==> src/rtl/console_writer_pkg.sv <==
// Shared definitions for the text console: geometry defaults, control codes,
// sequencer state encoding and the row-address helper used by writer and scanout.
package console_writer_pkg;

  localparam int         DEFAULT_COLS  = 80;
  localparam int         DEFAULT_ROWS  = 30;
  localparam logic [7:0] DEFAULT_BLANK = 8'h20;

  localparam logic [7:0] CC_LF = 8'h0A;
  localparam logic [7:0] CC_CR = 8'h0D;
  localparam logic [7:0] CC_BS = 8'h08;
  localparam logic [7:0] CC_FF = 8'h0C;

  typedef enum logic [2:0] {
    ST_CLEAR      = 3'd0,
    ST_IDLE       = 3'd1,
    ST_EXEC       = 3'd2,
    ST_SCROLL     = 3'd3,
    ST_CLEAR_LINE = 3'd4
  } state_t;

  // Any byte that is not one of the four control codes lands in the framebuffer.
  function automatic logic is_glyph(input logic [7:0] b);
    return !((b == CC_LF) || (b == CC_CR) || (b == CC_BS) || (b == CC_FF));
  endfunction

  // y*80 without a multiplier: y*64 + y*16.
  function automatic logic [11:0] row_base_80(input logic [4:0] y);
    logic [11:0] y12;
    y12 = {7'd0, y};
    return (y12 << 6) + (y12 << 4);
  endfunction

endpackage

==> src/rtl/console_writer.sv <==
// Write-side sequencer of the character framebuffer: cursor tracking, control
// codes, hardware clear and scroll-up through a pipelined read/write copy.
module console_writer
  import console_writer_pkg::*;
#(
  parameter int         COLS  = DEFAULT_COLS,
  parameter int         ROWS  = DEFAULT_ROWS,
  parameter logic [7:0] BLANK = DEFAULT_BLANK
) (
  input  logic        clk,
  input  logic        reset,
  input  logic [7:0]  char_data,
  input  logic        char_valid,
  output logic        char_ready,
  output logic [11:0] fb_raddr,
  input  logic [7:0]  fb_rdata,
  output logic [11:0] fb_waddr,
  output logic [7:0]  fb_wdata,
  output logic        fb_we,
  output logic [6:0]  cursor_x,
  output logic [4:0]  cursor_y,
  output logic        busy
);

  localparam logic [11:0] COLS_W        = 12'(COLS);
  localparam logic [11:0] LAST_ADDR     = 12'(COLS * ROWS - 1);
  localparam logic [11:0] LAST_ROW_ADDR = 12'((ROWS - 1) * COLS);
  localparam logic [6:0]  X_LAST        = 7'(COLS - 1);
  localparam logic [4:0]  Y_LAST        = 5'(ROWS - 1);

  state_t      state_reg;
  logic [11:0] cnt_reg;
  logic [7:0]  cmd_reg;
  logic [7:0]  wdata_reg;
  logic        copy_sel_reg;
  logic        copy_rd_reg;

  logic [11:0] row_addr;
  logic [11:0] cur_addr;
  logic        line_end;

  generate
    if (COLS == 80) begin : g_row80
      assign row_addr = row_base_80(cursor_y);
    end else begin : g_rown
      assign row_addr = 12'(cursor_y * COLS);
    end
  endgenerate

  assign cur_addr = row_addr + {5'd0, cursor_x};
  assign line_end = (cmd_reg == CC_LF) || (is_glyph(cmd_reg) && (cursor_x == X_LAST));

  // Copy writes forward the RAM read data straight through so that a row byte
  // read in cycle k is written back in cycle k+1; the select itself is a register.
  assign fb_wdata = copy_sel_reg ? fb_rdata : wdata_reg;

  always_ff @(posedge clk) begin
    if (reset) begin
      state_reg    <= ST_CLEAR;
      cnt_reg      <= '0;
      cmd_reg      <= '0;
      wdata_reg    <= BLANK;
      copy_sel_reg <= 1'b0;
      copy_rd_reg  <= 1'b0;
      cursor_x     <= '0;
      cursor_y     <= '0;
      fb_we        <= 1'b0;
      fb_waddr     <= '0;
      fb_raddr     <= '0;
      char_ready   <= 1'b0;
      busy         <= 1'b1;
    end else begin
      case (state_reg)
        ST_CLEAR, ST_CLEAR_LINE: begin
          fb_we        <= 1'b1;
          fb_waddr     <= cnt_reg;
          wdata_reg    <= BLANK;
          copy_sel_reg <= 1'b0;
          if (cnt_reg == LAST_ADDR) begin
            // char_ready follows one cycle later, from IDLE.
            state_reg <= ST_IDLE;
            busy      <= 1'b0;
            cursor_x  <= '0;
            cursor_y  <= (state_reg == ST_CLEAR) ? 5'd0 : Y_LAST;
          end else begin
            cnt_reg <= cnt_reg + 12'd1;
          end
        end

        ST_IDLE: begin
          fb_we      <= 1'b0;
          char_ready <= 1'b1;
          busy       <= 1'b0;
          if (char_valid && char_ready) begin
            cmd_reg    <= char_data;
            char_ready <= 1'b0;
            busy       <= 1'b1;
            state_reg  <= ST_EXEC;
            // The framebuffer write is issued now so it is visible during EXEC.
            if (is_glyph(char_data)) begin
              fb_we     <= 1'b1;
              fb_waddr  <= cur_addr;
              wdata_reg <= char_data;
            end else if ((char_data == CC_BS) && (cursor_x != 7'd0)) begin
              fb_we     <= 1'b1;
              fb_waddr  <= cur_addr - 12'd1;
              wdata_reg <= BLANK;
            end
          end
        end

        ST_EXEC: begin
          fb_we      <= 1'b0;
          char_ready <= 1'b1;
          busy       <= 1'b0;
          state_reg  <= ST_IDLE;
          if (cmd_reg == CC_FF) begin
            state_reg  <= ST_CLEAR;
            cnt_reg    <= '0;
            char_ready <= 1'b0;
            busy       <= 1'b1;
          end else if (line_end) begin
            cursor_x <= '0;
            if (cursor_y != Y_LAST) begin
              cursor_y <= cursor_y + 5'd1;
            end else begin
              state_reg   <= ST_SCROLL;
              fb_raddr    <= COLS_W;
              copy_rd_reg <= 1'b1;
              char_ready  <= 1'b0;
              busy        <= 1'b1;
            end
          end else if (cmd_reg == CC_CR) begin
            cursor_x <= '0;
          end else if (cmd_reg == CC_BS) begin
            if (cursor_x != 7'd0) begin
              cursor_x <= cursor_x - 7'd1;
            end
          end else begin
            cursor_x <= cursor_x + 7'd1;
          end
        end

        ST_SCROLL: begin
          if (copy_rd_reg) begin
            fb_we        <= 1'b1;
            fb_waddr     <= fb_raddr - COLS_W;
            copy_sel_reg <= 1'b1;
            if (fb_raddr == LAST_ADDR) begin
              copy_rd_reg <= 1'b0;
            end else begin
              fb_raddr <= fb_raddr + 12'd1;
            end
          end else begin
            fb_we        <= 1'b0;
            copy_sel_reg <= 1'b0;
            state_reg    <= ST_CLEAR_LINE;
            cnt_reg      <= LAST_ROW_ADDR;
          end
        end

        default: begin
          state_reg <= ST_CLEAR;
          cnt_reg   <= '0;
          fb_we     <= 1'b0;
        end
      endcase
    end
  end

endmodule

==> config.mk <==
export PLATFORM = sky130hd
export DESIGN_NAME = console_writer
export DESIGN_NICKNAME = d
export VERILOG_FILES = /design/src/rtl/console_writer_pkg.sv /design/src/rtl/console_writer.sv
export SDC_FILE = /design/constraint.sdc
export NUM_CORES = 1
export LEC_CHECK = 0
export ABC_AREA = 1
export CELL_PAD_IN_SITES_DETAIL_PLACEMENT = 1
export CELL_PAD_IN_SITES_GLOBAL_PLACEMENT = 1
export CORE_ASPECT_RATIO = 1.5
export CORE_UTILIZATION = 43
export CTS_CLUSTER_SIZE = 8
export DETAILED_ROUTE_END_ITERATION = 12
export PLACE_DENSITY = 0.95
export SYNTH_ARGS = -nofsm -noshare
export SYNTH_HDL_FRONTEND = slang
export SYNTH_SLANG_ARGS = --single-unit
export TNS_END_PERCENT = 30
==> constraint.sdc <==
create_clock -name clk -period 6.2 [get_ports clk]
set_clock_uncertainty 0.1 [all_clocks]
set_input_delay 1.24 -clock clk [delete_from_list [all_inputs] [get_ports clk]]
set_output_delay 1.24 -clock clk [all_outputs]
set_load 0.05 [all_outputs]
# Word level (Yosys, flattened, before mapping)
# Index checks and enable logic that the tools add are counted.
dict set report classes {
  n_eq_ne 29
  reduce_logical 31
  shift 0
  n_addsub 9
  multipliers 0
  n_div 0
  bitwise_logic 1
  n_lt_le_gt_ge 0
  muxes 63
}
# cell n
set op_table {}
lappend op_table {{$mux W12} 12}
lappend op_table {{$eq A8 B4 Y1 const B} 8}
lappend op_table {{$pmux W12 S4} 1}
lappend op_table {{$mux W7} 6}
lappend op_table {{$pmux W12 S3} 1}
lappend op_table {{$mux W8} 4}
lappend op_table {{$mux W5} 5}
lappend op_table {{$add A12 B1 Y12 const B} 2}
lappend op_table {{$eq A12 B12 Y1 const B} 2}
lappend op_table {{$pmux W12 S2} 1}
lappend op_table {{$ne A2 B2 Y1 const B} 11}
lappend op_table {{$mux W1} 18}
lappend op_table {{$pmux W8 S2} 1}
lappend op_table {{$reduce_and A4 Y1} 4}
lappend op_table {{$pmux W7 S2} 1}
lappend op_table {{$add A11 B9 Y12} 1}
lappend op_table {{$add A12 B7 Y12} 1}
lappend op_table {{$pmux W3 S4} 1}
lappend op_table {{$sub A12 B1 Y12 const B} 1}
lappend op_table {{$sub A12 B7 Y12 const B} 1}
lappend op_table {{$ne A5 B5 Y1 const B} 2}
lappend op_table {{$pmux W5 S2} 1}
lappend op_table {{$reduce_bool A2 Y1} 5}
lappend op_table {{$mux W3} 3}
lappend op_table {{23 further kinds} 40}
dict set report word_totals {
  ram_bits 0
  word_cells 146
  rom_bits 0
  latchBits 0
  out_inout_bits 47
  reg_bits 72
  n_memories 0
}

# Logic depth before layout (Yosys ltp)
# Gate-level depths: netlist of the first run.
dict set report logic_depth {
  ltp_word 10
  mapped_depth 15
  mapped_depth_nobuf 15
}

# Least setup slack after synthesis of the first run
# No wires, ideal clock.
dict set report synth_path {
  path_type {input to output}
  start {in fb_rdata[0]}
  end {out fb_wdata[0]}
  required_time_ps 4860
  t_arrival_ps 1805
  setup_slack_ps 3055
  stages 2
  cell_sequence {nand2_1 o21ai_0}
}
dict set report synth_via {
  elab_chain_cells 1
}
# item line_no
set synth_rtl {}
lappend synth_rtl {{start: declaration} console_writer.sv:16} ;# input logic [7:0] fb_rdata,
lappend synth_rtl {{$mux W8} console_writer.sv:55} ;# assign fb_wdata = copy_sel_reg ? fb_rdata : wdata_reg;
lappend synth_rtl {{end: declaration} console_writer.sv:18} ;# output logic [7:0] fb_wdata,
# Every way passes these cells.

# Worst setup path in the final report of the first run
dict set report layout_path {
  start {in fb_rdata[1]}
  end {out fb_wdata[1]}
}
# Same word-level chain as after synthesis.

==> reports/summary.json, run 1 <==
{
  "run_status": {"value": "complete, no violations"},
  "number_of_global_route_vias_before_repair": {"value": 5725},
  "netlist_top_cells_area": {"value": "sky130_fd_sc_hd__dfxtp_1 30%, sky130_fd_sc_hd__nand2_1 11%, sky130_fd_sc_hd__a21oi_1 8.4%"},
  "timing.setup.tns": {"value": 0, "unit": "ps"},
  "clk_slew_on_worst_s_h_paths": {"value": 60, "unit": "ps"},
  "classification_of_the_worst_slack_hold_path": {"value": "flip-flop to flip-flop"},
  "fin_nets": {"value": 820},
  "multi_input_comb_area": {"value": 2920, "unit": "um^2"},
  "clk_path_buf_depth": {"value": 2},
  "effective_utilization_at_floorplan": {"value": 0.449},
  "drive_gt1_frac": {"value": 0.0642},
  "grt_antenna_before_repair": {"value": 0},
  "cts_tree": {"value": "done"},
  "final_period_minus_worst_setup_slack": {"value": 4050, "unit": "ps"},
  "first_pass_iters": {"value": 4},
  "die_height": {"value": 131, "unit": "um"},
  "worstPathRequired": {"value": 4860, "unit": "ps"},
  "cts-hold-fix-buffers": {"value": 0},
  "holdWs": {"value": 372, "unit": "ps"},
  "setup.reg_to_reg.worst_slack": {"value": 2960, "unit": "ps"},
  "synth_enable_flop_cells": {"value": 0},
  "dp_hpwl": {"value": 12800, "unit": "um"},
  "critical_path_arrival": {"value": 2710, "unit": "ps"},
  "final_min_period_over_clock_period": {"value": 0.654},
  "design_power_total": {"value": 1010, "unit": "uW"},
  "critical_path_class": {"value": "input port to output port"},
  "post_layout_nonfiller_instances": {"value": 923},
  "route.detailed.vias_per_inst": {"value": 5.78},
  "dominant_register_cell_in_the_synthesized_netlist": {"value": "sky130_fd_sc_hd__dfxtp_1"},
  "area_share_of_the_largest_cell_type_after_synthesis": {"value": 0.300},
  "clock_sink_total": {"value": 72},
  "area_growth": {"value": 21.1, "unit": "%"},
  "critical_path.top_delay_family": {"value": "buffers and inverters"},
  "diodes": {"value": 0},
  "synth_async_reset_ratio": {"value": 0},
  "setup_ws": {"value": 2150, "unit": "ps"},
  "critical_path.max_stage_delay": {"value": 850, "unit": "ps"},
  "ctsHtreeMaxLevel": {"value": 3},
  "postSynthNetCount": {"value": 762},
  "drc": {"value": 0},
  "post_cts.repair.setup_buffers": {"value": 0},
  "setup_repair_after_global_routing_missed_its_margin": {"value": "no"},
  "grt_first_pass_wirelength": {"value": 28200, "unit": "um"},
  "portBuffers": {"value": 65},
  "final_antenna_net_count": {"value": 0},
  "place.detailed.instances": {"value": 908},
  "core_area": {"value": 10700, "unit": "um^2"},
  "grt_start_max_net_pins": {"value": 43},
  "power.ir.vdd_worst": {"value": 0.130, "unit": "mV"},
  "achievable-frequency": {"value": 247, "unit": "MHz"},
  "cp.buffers_inverters": {"value": 2},
  "routed-via-count": {"value": 5331},
  "io-pin-count": {"value": 66},
  "cts_buffers": {"value": 9},
  "worstSetupEndpointType": {"value": "output port"},
  "average_wire_per_standard_cell": {"value": 18.7, "unit": "um"},
  "leakage": {"value": 0.00230, "unit": "uW"},
  "ys_warn_count": {"value": 0},
  "synth_sequential_area_ratio": {"value": 0.300},
  "setup_viol": {"value": 0},
  "critical_path.startpoint_type": {"value": "input port"},
  "post_synth_instance_area": {"value": 4800, "unit": "um^2"},
  "synth_largest_area_cell": {"value": "sky130_fd_sc_hd__dfxtp_1"},
  "die_width": {"value": 88.3, "unit": "um"},
  "timing.final.max_slew_violations": {"value": 0},
  "gr-total-overflow": {"value": 0},
  "top_library_cells_by_usage_in_the_layout_fill_and_taps_aside": {"value": "141 x sky130_fd_sc_hd__nand2_1, 85 x sky130_fd_sc_hd__inv_1, 81 x sky130_fd_sc_hd__a21oi_1"},
  "cts.root.buffer_cell": {"value": "sky130_fd_sc_hd__clkbuf_16"},
  "power_per_cell_area": {"value": 174, "unit": "nW/um^2"},
  "cts_resized": {"value": 0},
  "final-seq-area": {"value": 1440, "unit": "um^2"},
  "critical-path-top-cell-by-count": {"value": "sky130_fd_sc_hd__clkdlybuf4s50_1"},
  "crit_path_top_delay_cell": {"value": "sky130_fd_sc_hd__clkdlybuf4s50_1"},
  "core.rowCount": {"value": 46},
  "netlist-cell-type-count": {"value": 45},
  "ys_seq_elements": {"value": 72},
  "insertion_delay": {"value": 340, "unit": "ps"},
  "max_capacitance_violation_total": {"value": 0},
  "timing.max_slew.rel_slack": {"value": 0.398},
  "syn_avg_cell_area": {"value": 6.70, "unit": "um^2"},
  "drt_iter0_drc": {"value": 183},
  "gp_congestion": {"value": 0.856},
  "max_slew.worst_pin.slew": {"value": 902, "unit": "ps"},
  "drt-total-wl": {"value": 17300, "unit": "um"},
  "track_usage": {"value": 0.311},
  "cp_cell_sequence": {"value": "clkdlybuf4s50_1, nand2_1, o21ai_0, clkdlybuf4s50_1"},
  "pre_cts_ws": {"value": 2170, "unit": "ps"},
  "area_of_the_die": {"value": 11600, "unit": "um^2"},
  "layout_commonest_cell": {"value": "sky130_fd_sc_hd__nand2_1"},
  "crit_path_max_fanout": {"value": 1},
  "synthesis.instances": {"value": 717},
  "count_of_endpoints_failing_hold_in_the_final_timing_report": {"value": 0},
  "layout.filler_cells": {"value": 1433}
}
synth_stat cells, types with 2 or more instances:
library cell / n
sky130_fd_sc_hd__nor2_2: 4
sky130_fd_sc_hd__or2_2: 4
sky130_fd_sc_hd__nand2_1: 141
sky130_fd_sc_hd__o21ai_2: 2
sky130_fd_sc_hd__buf_6: 3
sky130_fd_sc_hd__a31oi_1: 5
sky130_fd_sc_hd__nand2_4: 2
sky130_fd_sc_hd__mux2_2: 3
sky130_fd_sc_hd__a211oi_2: 4
sky130_fd_sc_hd__inv_1: 85
sky130_fd_sc_hd__nand3b_1: 2
sky130_fd_sc_hd__a22oi_1: 2
sky130_fd_sc_hd__fa_1: 3
sky130_fd_sc_hd__inv_2: 3
sky130_fd_sc_hd__xnor2_1: 3
sky130_fd_sc_hd__o21ai_0: 50
sky130_fd_sc_hd__clkbuf_1: 13
sky130_fd_sc_hd__a21oi_1: 81
sky130_fd_sc_hd__xor2_1: 16
sky130_fd_sc_hd__nand3_1: 49
sky130_fd_sc_hd__nand4_1: 18
sky130_fd_sc_hd__buf_2: 2
sky130_fd_sc_hd__ha_1: 23
sky130_fd_sc_hd__clkinv_1: 2
sky130_fd_sc_hd__o21bai_1: 2
sky130_fd_sc_hd__dfxtp_1: 72
sky130_fd_sc_hd__nor3_1: 22
sky130_fd_sc_hd__o21ai_1: 7
sky130_fd_sc_hd__a21oi_2: 2
sky130_fd_sc_hd__and3_1: 2
sky130_fd_sc_hd__nor2_1: 68
sky130_fd_sc_hd__a211oi_1: 3
sky130_fd_sc_hd__o22ai_1: 3
sky130_fd_sc_hd__nor2_4: 5
cell families after synthesis:
| group | Yosys count | share of synthesized area |
|---|---|---|
| AO/OA/AOI/OAI | 164 | 0.189 |
| XOR/XNOR | 19 | 0.0346 |
| adder cells (fa/ha/maj) | 26 | 0.0724 |
| buffers and inverters | 110 | 0.0925 |
| flip-flops | 72 | 0.300 |
| multiplexers | 3 | 0.00703 |
| AND/OR/NAND/NOR | 323 | 0.304 |
stage by stage:
stage | area [um^2] | utilization
after floorplan | 4800 | -
after global placement | 5540 | 0.518
after detailed placement | 5540 | 0.518
after CTS | 5820 | 0.543
after global routing | 5820 | 0.543
final | 5820 | 0.543
worst register-to-register path: stages, from the launching register on:
cell                      delay, ps
sky130_fd_sc_hd__dfxtp_1        450
sky130_fd_sc_hd__nor2_4         130
sky130_fd_sc_hd__nand2_1        630
sky130_fd_sc_hd__nor2_1          90
sky130_fd_sc_hd__inv_1          210
sky130_fd_sc_hd__nand2_1        110
sky130_fd_sc_hd__a21oi_2        300
sky130_fd_sc_hd__nand2_1        390
sky130_fd_sc_hd__nor2_1         370
sky130_fd_sc_hd__o21ai_0        220
sky130_fd_sc_hd__nand2_1        100
sky130_fd_sc_hd__a21oi_1         50
per-layer routing:
| metal | wire length (um) | part of all wire | GRT usage | vias to the layer above |
|---|---|---|---|---|
| li1 | - | - | - | 2506 |
| met2 | 9550 | 0.55 | 0.568 | 166 |
| met5 | 0 | 0 | 0 | - |
| met4 | 748 | 0.043 | 0.168 | 0 |
| met3 | 632 | 0.037 | 0.0540 | 62 |
| met1 | 6360 | 0.37 | 0.325 | 2597 |
area by class of cell:
| class | instances | area share |
|---|---|---|
| clock buffer | 12 | 0.0441 |
| clock inverter | 3 | 0.00301 |
| inverter | 91 | 0.0592 |
| multi-input combinational | 535 | 0.502 |
| sequential | 72 | 0.248 |
| tap | 144 | 0.0310 |
| timing repair buffer | 66 | 0.113 |
path summary, 6_finish.rpt:
check | endpoint | startpoint | cells past startpoint
max | fb_wdata[1] | fb_rdata[1] | 4
min | wdata_reg[5]$_SDFFE_PP1P_ | wdata_reg[5]$_SDFFE_PP1P_ | 2
max reg2reg | cnt_reg[4]$_SDFFE_PP0P_ | state_reg[2]$_SDFFE_PP0P_ | 11
min reg2reg | wdata_reg[5]$_SDFFE_PP1P_ | wdata_reg[5]$_SDFFE_PP1P_ | 2
report_power, final:
part / switching, uW / leakage [uW] / total, uW / internal (uW)
clock network: 206 / 0.000134 / 495 / 289
logic: 29.8 / 0.00159 / 49.9 / 20.1
registers: 2.63 / 0.000581 / 468 / 466
Note: power is estimated with default switching activity, not from simulation.
==> run 2, diff against run 1 <==
CORE_UTILIZATION = 36   (was 43)
PLACE_DENSITY = 0.88   (was 0.95)
clock period = 3.68 ns   (was 6.2 ns; I/O delays follow)
==> run 2 against run 1 <==
Setup slack got worse by 1500 ps. Hold slack got worse by 0.52 ps. Sequential share of layout area decreased by 0.28 points. Clock power increased by 82%. Flip-flop and latch count unchanged. First-iteration DRC count decreased by 10%. Die area increased by 19%. Combinational power increased by 62%. Register-to-register slack got worse by 2200 ps. Wire length decreased by 11%. Critical path depth unchanged. Cell count increased by 2.1%. Critical path type unchanged.
==> reports/summary.json, run 2 (synthesized netlist as in run 1, its figures left out) <==
{
  "critical_path_class": {"value": "input port to output port"},
  "routed-via-count": {"value": 5072, "change": "-4.9%"},
  "timing.max_slew.rel_slack": {"value": 0.324, "change": "-0.0743"},
  "io-pin-count": {"value": 66, "change": "unchanged"},
  "effective_utilization_at_floorplan": {"value": 0.369, "change": "-0.0797"},
  "cp_cell_sequence": {"value": "clkdlybuf4s50_1, nand2_1, o21ai_0, clkdlybuf4s50_1"},
  "cts_tree": {"value": "done"},
  "achievable-frequency": {"value": 332, "unit": "MHz"},
  "max_capacitance_violation_total": {"value": 0, "change": "unchanged"},
  "area_growth": {"value": 22.5, "unit": "%"},
  "dp_hpwl": {"value": 11700, "unit": "um", "change": "-8.7%"},
  "worstPathRequired": {"value": 2840, "unit": "ps", "change": "-2020 ps"},
  "power.ir.vdd_worst": {"value": 0.211, "unit": "mV", "change": "+63%"},
  "gp_congestion": {"value": 0.831, "change": "-3.0%"},
  "post_cts.repair.setup_buffers": {"value": 0, "change": "unchanged"},
  "crit_path_max_fanout": {"value": 1, "change": "unchanged"},
  "die_width": {"value": 96.3, "unit": "um", "change": "+9.1%"},
  "drt-total-wl": {"value": 15500, "unit": "um", "change": "-11%"},
  "drt_iter0_drc": {"value": 164, "change": "-10%"},
  "critical_path_arrival": {"value": 2170, "unit": "ps", "change": "-540 ps"},
  "portBuffers": {"value": 65, "change": "unchanged"},
  "setup_repair_after_global_routing_missed_its_margin": {"value": "no"},
  "grt_antenna_before_repair": {"value": 0, "change": "unchanged"},
  "critical-path-top-cell-by-count": {"value": "sky130_fd_sc_hd__clkdlybuf4s50_1"},
  "critical_path.startpoint_type": {"value": "input port"},
  "clk_path_buf_depth": {"value": 2, "change": "unchanged"},
  "drive_gt1_frac": {"value": 0.0677, "change": "+0.00350"},
  "clk_slew_on_worst_s_h_paths": {"value": 60, "unit": "ps", "change": "about the same"},
  "average_wire_per_standard_cell": {"value": 16.4, "unit": "um", "change": "-12%"},
  "final-seq-area": {"value": 1440, "unit": "um^2", "change": "unchanged"},
  "run_status": {"value": "complete, no violations"},
  "cts_resized": {"value": 0, "change": "unchanged"},
  "layout.filler_cells": {"value": 1712, "change": "+19%"},
  "classification_of_the_worst_slack_hold_path": {"value": "flip-flop to flip-flop"},
  "top_library_cells_by_usage_in_the_layout_fill_and_taps_aside": {"value": "141 x sky130_fd_sc_hd__nand2_1, 85 x sky130_fd_sc_hd__inv_1, 81 x sky130_fd_sc_hd__a21oi_1"},
  "core_area": {"value": 13000, "unit": "um^2", "change": "+22%"},
  "area_of_the_die": {"value": 13800, "unit": "um^2", "change": "+19%"},
  "setup_viol": {"value": 0, "change": "unchanged"},
  "insertion_delay": {"value": 340, "unit": "ps", "change": "about the same"},
  "final_antenna_net_count": {"value": 0, "change": "unchanged"},
  "final_min_period_over_clock_period": {"value": 0.817},
  "clock_sink_total": {"value": 72, "change": "unchanged"},
  "ctsHtreeMaxLevel": {"value": 3, "change": "unchanged"},
  "cts-hold-fix-buffers": {"value": 0, "change": "unchanged"},
  "core.rowCount": {"value": 51, "change": "+11%"},
  "cp.buffers_inverters": {"value": 2, "change": "unchanged"},
  "timing.final.max_slew_violations": {"value": 0, "change": "unchanged"},
  "leakage": {"value": 0.00233, "unit": "uW", "change": "+1.3%"},
  "crit_path_top_delay_cell": {"value": "sky130_fd_sc_hd__clkdlybuf4s50_1"},
  "cts.root.buffer_cell": {"value": "sky130_fd_sc_hd__clkbuf_16"},
  "grt_first_pass_wirelength": {"value": 25000, "unit": "um", "change": "-11%"},
  "cts_buffers": {"value": 9, "change": "unchanged"},
  "fin_nets": {"value": 823, "change": "+0.37%"},
  "die_height": {"value": 143, "unit": "um", "change": "+9.1%"},
  "power_per_cell_area": {"value": 301, "unit": "nW/um^2", "change": "+73%"},
  "design_power_total": {"value": 1770, "unit": "uW", "change": "+75%"},
  "diodes": {"value": 0, "change": "unchanged"},
  "critical_path.max_stage_delay": {"value": 830, "unit": "ps", "change": "-20 ps"},
  "count_of_endpoints_failing_hold_in_the_final_timing_report": {"value": 0, "change": "unchanged"},
  "timing.setup.tns": {"value": 0, "unit": "ps", "change": "unchanged"},
  "drc": {"value": 0, "change": "unchanged"},
  "worstSetupEndpointType": {"value": "output port"},
  "grt_start_max_net_pins": {"value": 42, "change": "-2.3%"},
  "first_pass_iters": {"value": 4, "change": "unchanged"},
  "route.detailed.vias_per_inst": {"value": 5.38, "change": "-6.8%"},
  "gr-total-overflow": {"value": 0, "change": "unchanged"},
  "layout_commonest_cell": {"value": "sky130_fd_sc_hd__nand2_1"},
  "number_of_global_route_vias_before_repair": {"value": 5259, "change": "-8.1%"},
  "max_slew.worst_pin.slew": {"value": 1010, "unit": "ps", "change": "+111 ps"},
  "track_usage": {"value": 0.235, "change": "-0.0760"},
  "multi_input_comb_area": {"value": 2920, "unit": "um^2", "change": "unchanged"},
  "critical_path.top_delay_family": {"value": "buffers and inverters"},
  "final_period_minus_worst_setup_slack": {"value": 3010, "unit": "ps"}
}
==> run 2: layout make-up <==
type	instances	share of cell area
Clock inverter	3	0.00681
Multi-Input combinational cell	535	0.496
Timing Repair Buffer	69	0.116
Sequential cell	72	0.245
Clock buffer	13	0.0442
Inverter	91	0.0585
Tap cell	159	0.0338
==> run 2: worst paths after layout <==
check | start | endpoint | slack, ps | cells after the start
worst max-delay path | fb_rdata[5] | fb_wdata[5] | 670 | 4
worst min-delay path | cmd_reg[4]$_SDFFE_PP0P_ | cmd_reg[4]$_SDFFE_PP0P_ | 370 | 2
worst max register to register | cursor_y[0]$_SDFFE_PP0P_ | fb_waddr[11]$_SDFFE_PP0P_ | 800 | 14
worst min register to register | cmd_reg[4]$_SDFFE_PP0P_ | cmd_reg[4]$_SDFFE_PP0P_ | 370 | 2
==> run 2: worst min-delay path, delay by kind of cell (launching register included) <==
family / cells / cell delay, ps
AOI/OAI and AO/OA: 1 / 50
and+or+nand+nor: 1 / 60
DFF: 1 / 310
==> run 2: per-layer routing <==
metal	GRT usage	vias up	routed length [um]
met1	0.241	2439	6040
met5	0	-	0
met4	0.0952	0	401
li1	-	2521	-
met2	0.463	81	8620
met3	0.0307	31	398
==> run 2: where the power goes <==
group	internal (uW)	switching, uW	total [uW]
registers	785	4.05	789
clock network	560	343	903
logic	33.8	47.2	81.0
total	1380	394	1770
==> run 2: per-stage QoR <==
step / cell area, um^2 / instances / hold WS (ps) / util / setup slack [ps]
3_3_place_gp: 5580 / 926 / 352 / 0.429 / 686
6_report: 5880 / 942 / 371 / 0.452 / 672
4_1_cts: 5880 / 942 / 376 / 0.452 / 665
3_5_place_dp: 5580 / 926 / 368 / 0.429 / 680
5_1_grt: 5880 / 942 / 393 / 0.452 / 542
2_1_floorplan: 4800 / 717 / 339 / - / 793
==> run 3, diff against run 2 <==
clock period = 2.7 ns   (was 3.68 ns; I/O delays follow)
==> run 3 against run 2 <==
Clock power grew 28%. Setup slack lost 560 ps. Hold slack lost 5.0 ps. Flip-flop and latch count is the same. Clock-buffer cell count shrank 3. Design area grew 3.6%. Global-route usage grew 1.8 points.
==> reports/summary.json, run 3 (synthesized netlist as in run 1, its figures left out) <==
{
  "critical_path.startpoint_type": {"value": "flip-flop"},
  "power.internal": {"value": 1770, "unit": "uW", "change": "+28%"},
  "critical_path.max_stage_delay": {"value": 630, "unit": "ps", "change": "-200 ps"},
  "groute.layer.met3.usage": {"value": 0.0339, "change": "+0.00317"},
  "number_of_gates_on_the_worst_path_with_buffers_counted": {"value": 9, "change": "+5"},
  "layout.filler_cells": {"value": 1714, "change": "+0.12%"},
  "grt_antenna_before_repair": {"value": 0, "change": "unchanged"},
  "run_status": {"value": "complete, no violations"},
  "first_pass_iters": {"value": 4, "change": "unchanged"},
  "leakage": {"value": 0.00245, "unit": "uW", "change": "+5.0%"},
  "gr-total-overflow": {"value": 0, "change": "unchanged"},
  "switching_share": {"value": 0.250, "change": "+0.0277"},
  "clk_path_buf_depth": {"value": 2, "change": "unchanged"},
  "die_height": {"value": 143, "unit": "um", "change": "unchanged"},
  "worstSetupEndpointType": {"value": "flip-flop"},
  "max_capacitance_violation_total": {"value": 0, "change": "unchanged"},
  "area_of_the_die": {"value": 13800, "unit": "um^2", "change": "unchanged"},
  "portBuffers": {"value": 65, "change": "unchanged"},
  "insertion_delay": {"value": 350, "unit": "ps", "change": "about the same"},
  "dp_hpwl": {"value": 12400, "unit": "um", "change": "+5.7%"},
  "final_period_minus_worst_setup_slack": {"value": 2590, "unit": "ps"},
  "drt-total-wl": {"value": 16600, "unit": "um", "change": "+7.2%"},
  "pre_cts_ws": {"value": 35.3, "unit": "ps", "change": "-644 ps"},
  "clock_sink_total": {"value": 72, "change": "unchanged"},
  "io-pin-count": {"value": 66, "change": "unchanged"},
  "top_library_cells_by_usage_in_the_layout_fill_and_taps_aside": {"value": "137 x sky130_fd_sc_hd__nand2_1, 85 x sky130_fd_sc_hd__inv_1, 81 x sky130_fd_sc_hd__a21oi_1"},
  "timing.max_slew.rel_slack": {"value": 0.625, "change": "+0.301"},
  "cts_buffers": {"value": 9, "change": "unchanged"},
  "crit_path_max_fanout": {"value": 4, "change": "+3"},
  "average_wire_per_standard_cell": {"value": 17.3, "unit": "um", "change": "+5.2%"},
  "core.rowCount": {"value": 51, "change": "unchanged"},
  "cts-hold-fix-buffers": {"value": 0, "change": "unchanged"},
  "effective_utilization_at_floorplan": {"value": 0.369, "change": "unchanged"},
  "busiest_layer": {"value": "met2"},
  "setup_repair_after_global_routing_missed_its_margin": {"value": "yes"},
  "critical_path.endpoint": {"value": "fb_waddr[8]$_SDFFE_PP0P_"},
  "ctsHtreeMaxLevel": {"value": 3, "change": "unchanged"},
  "final_antenna_net_count": {"value": 0, "change": "unchanged"},
  "layout_commonest_cell": {"value": "sky130_fd_sc_hd__nand2_1"},
  "setup_ws": {"value": 107, "unit": "ps", "change": "-565 ps"},
  "power.switching": {"value": 588, "unit": "uW", "change": "+49%"},
  "cts_tree": {"value": "done"},
  "number_of_global_route_vias_before_repair": {"value": 5457, "change": "+3.8%"},
  "die_width": {"value": 96.3, "unit": "um", "change": "unchanged"},
  "final_min_period_over_clock_period": {"value": 0.960},
  "critical_path_class": {"value": "flip-flop to flip-flop"},
  "groute.layer.met2.usage": {"value": 0.477, "change": "+0.0134"},
  "track_usage": {"value": 0.254, "change": "+0.0182"},
  "pwr-share-clk": {"value": 0.495, "change": "-0.014"},
  "r2r_cells": {"value": 9, "change": "-5"},
  "drive_gt1_frac": {"value": 0.117, "change": "+0.0497"},
  "cp_cell_sequence": {"value": "inv_1, fa_1, fa_2, inv_1, nor2_1, nand3_2, or2_2, nand3_1, a21oi_1"},
  "fin_nets": {"value": 841, "change": "+2.2%"},
  "cp.buffers_inverters": {"value": 2, "change": "unchanged"},
  "design_power_total": {"value": 2350, "unit": "uW", "change": "+33%"},
  "drt_iter0_drc": {"value": 140, "change": "-15%"},
  "crit_path_top_delay_cell": {"value": "sky130_fd_sc_hd__fa_2"},
  "route.detailed.vias_per_inst": {"value": 5.51, "change": "+2.4%"},
  "worstPathRequired": {"value": 2840, "unit": "ps", "change": "about the same"},
  "count_of_endpoints_failing_hold_in_the_final_timing_report": {"value": 0, "change": "unchanged"},
  "critical_path.top_delay_family": {"value": "adder cells"},
  "post_cts.repair.setup_buffers": {"value": 0, "change": "unchanged"},
  "max_slew.worst_pin.slew": {"value": 559, "unit": "ps", "change": "-455 ps"},
  "grt_util_met1": {"value": 0.257, "change": "+0.0158"},
  "critical_path_arrival": {"value": 2730, "unit": "ps", "change": "+560 ps"},
  "power.ir.vdd_worst": {"value": 0.272, "unit": "mV", "change": "+29%"},
  "drc": {"value": 0, "change": "unchanged"},
  "classification_of_the_worst_slack_hold_path": {"value": "flip-flop to flip-flop"},
  "gp_congestion": {"value": 0.876, "change": "+5.5%"},
  "p_seq_frac": {"value": 0.457, "change": "+0.012"},
  "grt_first_pass_wirelength": {"value": 26800, "unit": "um", "change": "+7.2%"},
  "power_per_cell_area": {"value": 386, "unit": "nW/um^2", "change": "+28%"},
  "cts.root.buffer_cell": {"value": "sky130_fd_sc_hd__clkbuf_16"},
  "critical_path.startpoint": {"value": "cursor_y[0]$_SDFFE_PP0P_"},
  "critical_path.reg2reg.startpoint": {"value": "cursor_y[0]$_SDFFE_PP0P_"},
  "routed-via-count": {"value": 5292, "change": "+4.3%"},
  "setup_viol": {"value": 0, "change": "unchanged"},
  "pwr-share-comb": {"value": 0.048, "change": "+0.002"},
  "area_growth": {"value": 26.9, "unit": "%"},
  "setup.reg_to_reg.worst_slack": {"value": 110, "unit": "ps", "change": "-690 ps"},
  "timing.final.max_slew_violations": {"value": 0, "change": "unchanged"},
  "critical_path.reg2reg.endpoint": {"value": "fb_waddr[8]$_SDFFE_PP0P_"},
  "diodes": {"value": 0, "change": "unchanged"},
  "achievable-frequency": {"value": 386, "unit": "MHz"},
  "core_area": {"value": 13000, "unit": "um^2", "change": "unchanged"},
  "critical-path-top-cell-by-count": {"value": "sky130_fd_sc_hd__inv_1"},
  "clk_slew_on_worst_s_h_paths": {"value": 60, "unit": "ps", "change": "about the same"},
  "grt_start_max_net_pins": {"value": 42, "change": "unchanged"}
}
run 3: cell types whose count changed in the layout (fill, tap and decap cells not counted), sizes merged:
| cell | previous run | this run |
|---|---|---|
| buf | 4 | 30 |
| bufinv | 1 | 0 |
| clkbuf | 13 | 10 |
| clkdlybuf4s50 | 65 | 57 |
| clkinv | 4 | 5 |
| clkinvlp | 0 | 2 |
| inv | 89 | 90 |
run 3: worst min path at each step:
stage / from / endpoint / slack (ps) / cells past startpoint
finish: cmd_reg[6]$_SDFFE_PP0P_ / cmd_reg[6]$_SDFFE_PP0P_ / 370 / 2
global route: cmd_reg[6]$_SDFFE_PP0P_ / cmd_reg[6]$_SDFFE_PP0P_ / 400 / 2
CTS: cmd_reg[6]$_SDFFE_PP0P_ / cmd_reg[6]$_SDFFE_PP0P_ / 370 / 2
detailed placement: cmd_reg[6]$_SDFFE_PP0P_ / cmd_reg[6]$_SDFFE_PP0P_ / 360 / 2
global placement: cmd_reg[6]$_SDFFE_PP0P_ / cmd_reg[6]$_SDFFE_PP0P_ / 350 / 2
floorplan: wdata_reg[4]$_SDFFE_PP0P_ / wdata_reg[4]$_SDFFE_PP0P_ / 340 / 2
run 3: area by class of cell:
cell class                      instances  area (um^2)  area share
Clock inverter                          6         42.5     0.00698
Clock buffer                           10          239      0.0392
Tap cell                              159          199      0.0326
Multi-Input combinational cell        535         2970       0.487
Inverter                               91          344      0.0565
Timing Repair Buffer                   87          858       0.141
Sequential cell                        72         1450       0.237
run 3: through the flow:
stage / hold slack, ps / std cells / instance area, um^2 / setup TNS, ps / utilization
2_1_floorplan: 339 / 717 / 4810 / 0 / -
3_3_place_gp: 352 / 944 / 5760 / 0 / 0.443
3_5_place_dp: 362 / 944 / 5760 / 0 / 0.443
4_1_cts: 373 / 960 / 6050 / 0 / 0.465
5_1_grt: 401 / 960 / 6090 / -6.43 / 0.468
6_report: 366 / 960 / 6090 / 0 / 0.468
run 3: tightest hold or removal path: stages, from the launching register on:
cell                      delay [ps]
sky130_fd_sc_hd__dfxtp_1         310
sky130_fd_sc_hd__nand2_1          60
sky130_fd_sc_hd__a21oi_1          50
run 3: power by group through the flow:
stage                     Sequential, uW  Clock, uW  Combinational (uW)
after global routing                1080       1220                 122
after CTS                           1080       1170                 113
after global placement              1100          0                 109
after floorplan                     1110          0                46.9
final                               1080       1160                 113
after detailed placement            1100          0                 112
run 3: per-layer routing:
| layer | vias up | wire, um | part of all wire |
|---|---|---|---|
| li1 | 2544 | - | - |
| met1 | 2579 | 6310 | 0.38 |
| met2 | 112 | 9020 | 0.54 |
| met3 | 57 | 379 | 0.023 |
| met4 | 0 | 851 | 0.051 |
| met5 | - | 0 | 0 |
run 3: repair_timing:
action / 4_1_cts / 5_1_grt
pin swaps: 0 / 6
setup endpoints to repair: 2 / 4
resized for setup: 1 / 12
cloned: 0 / 0
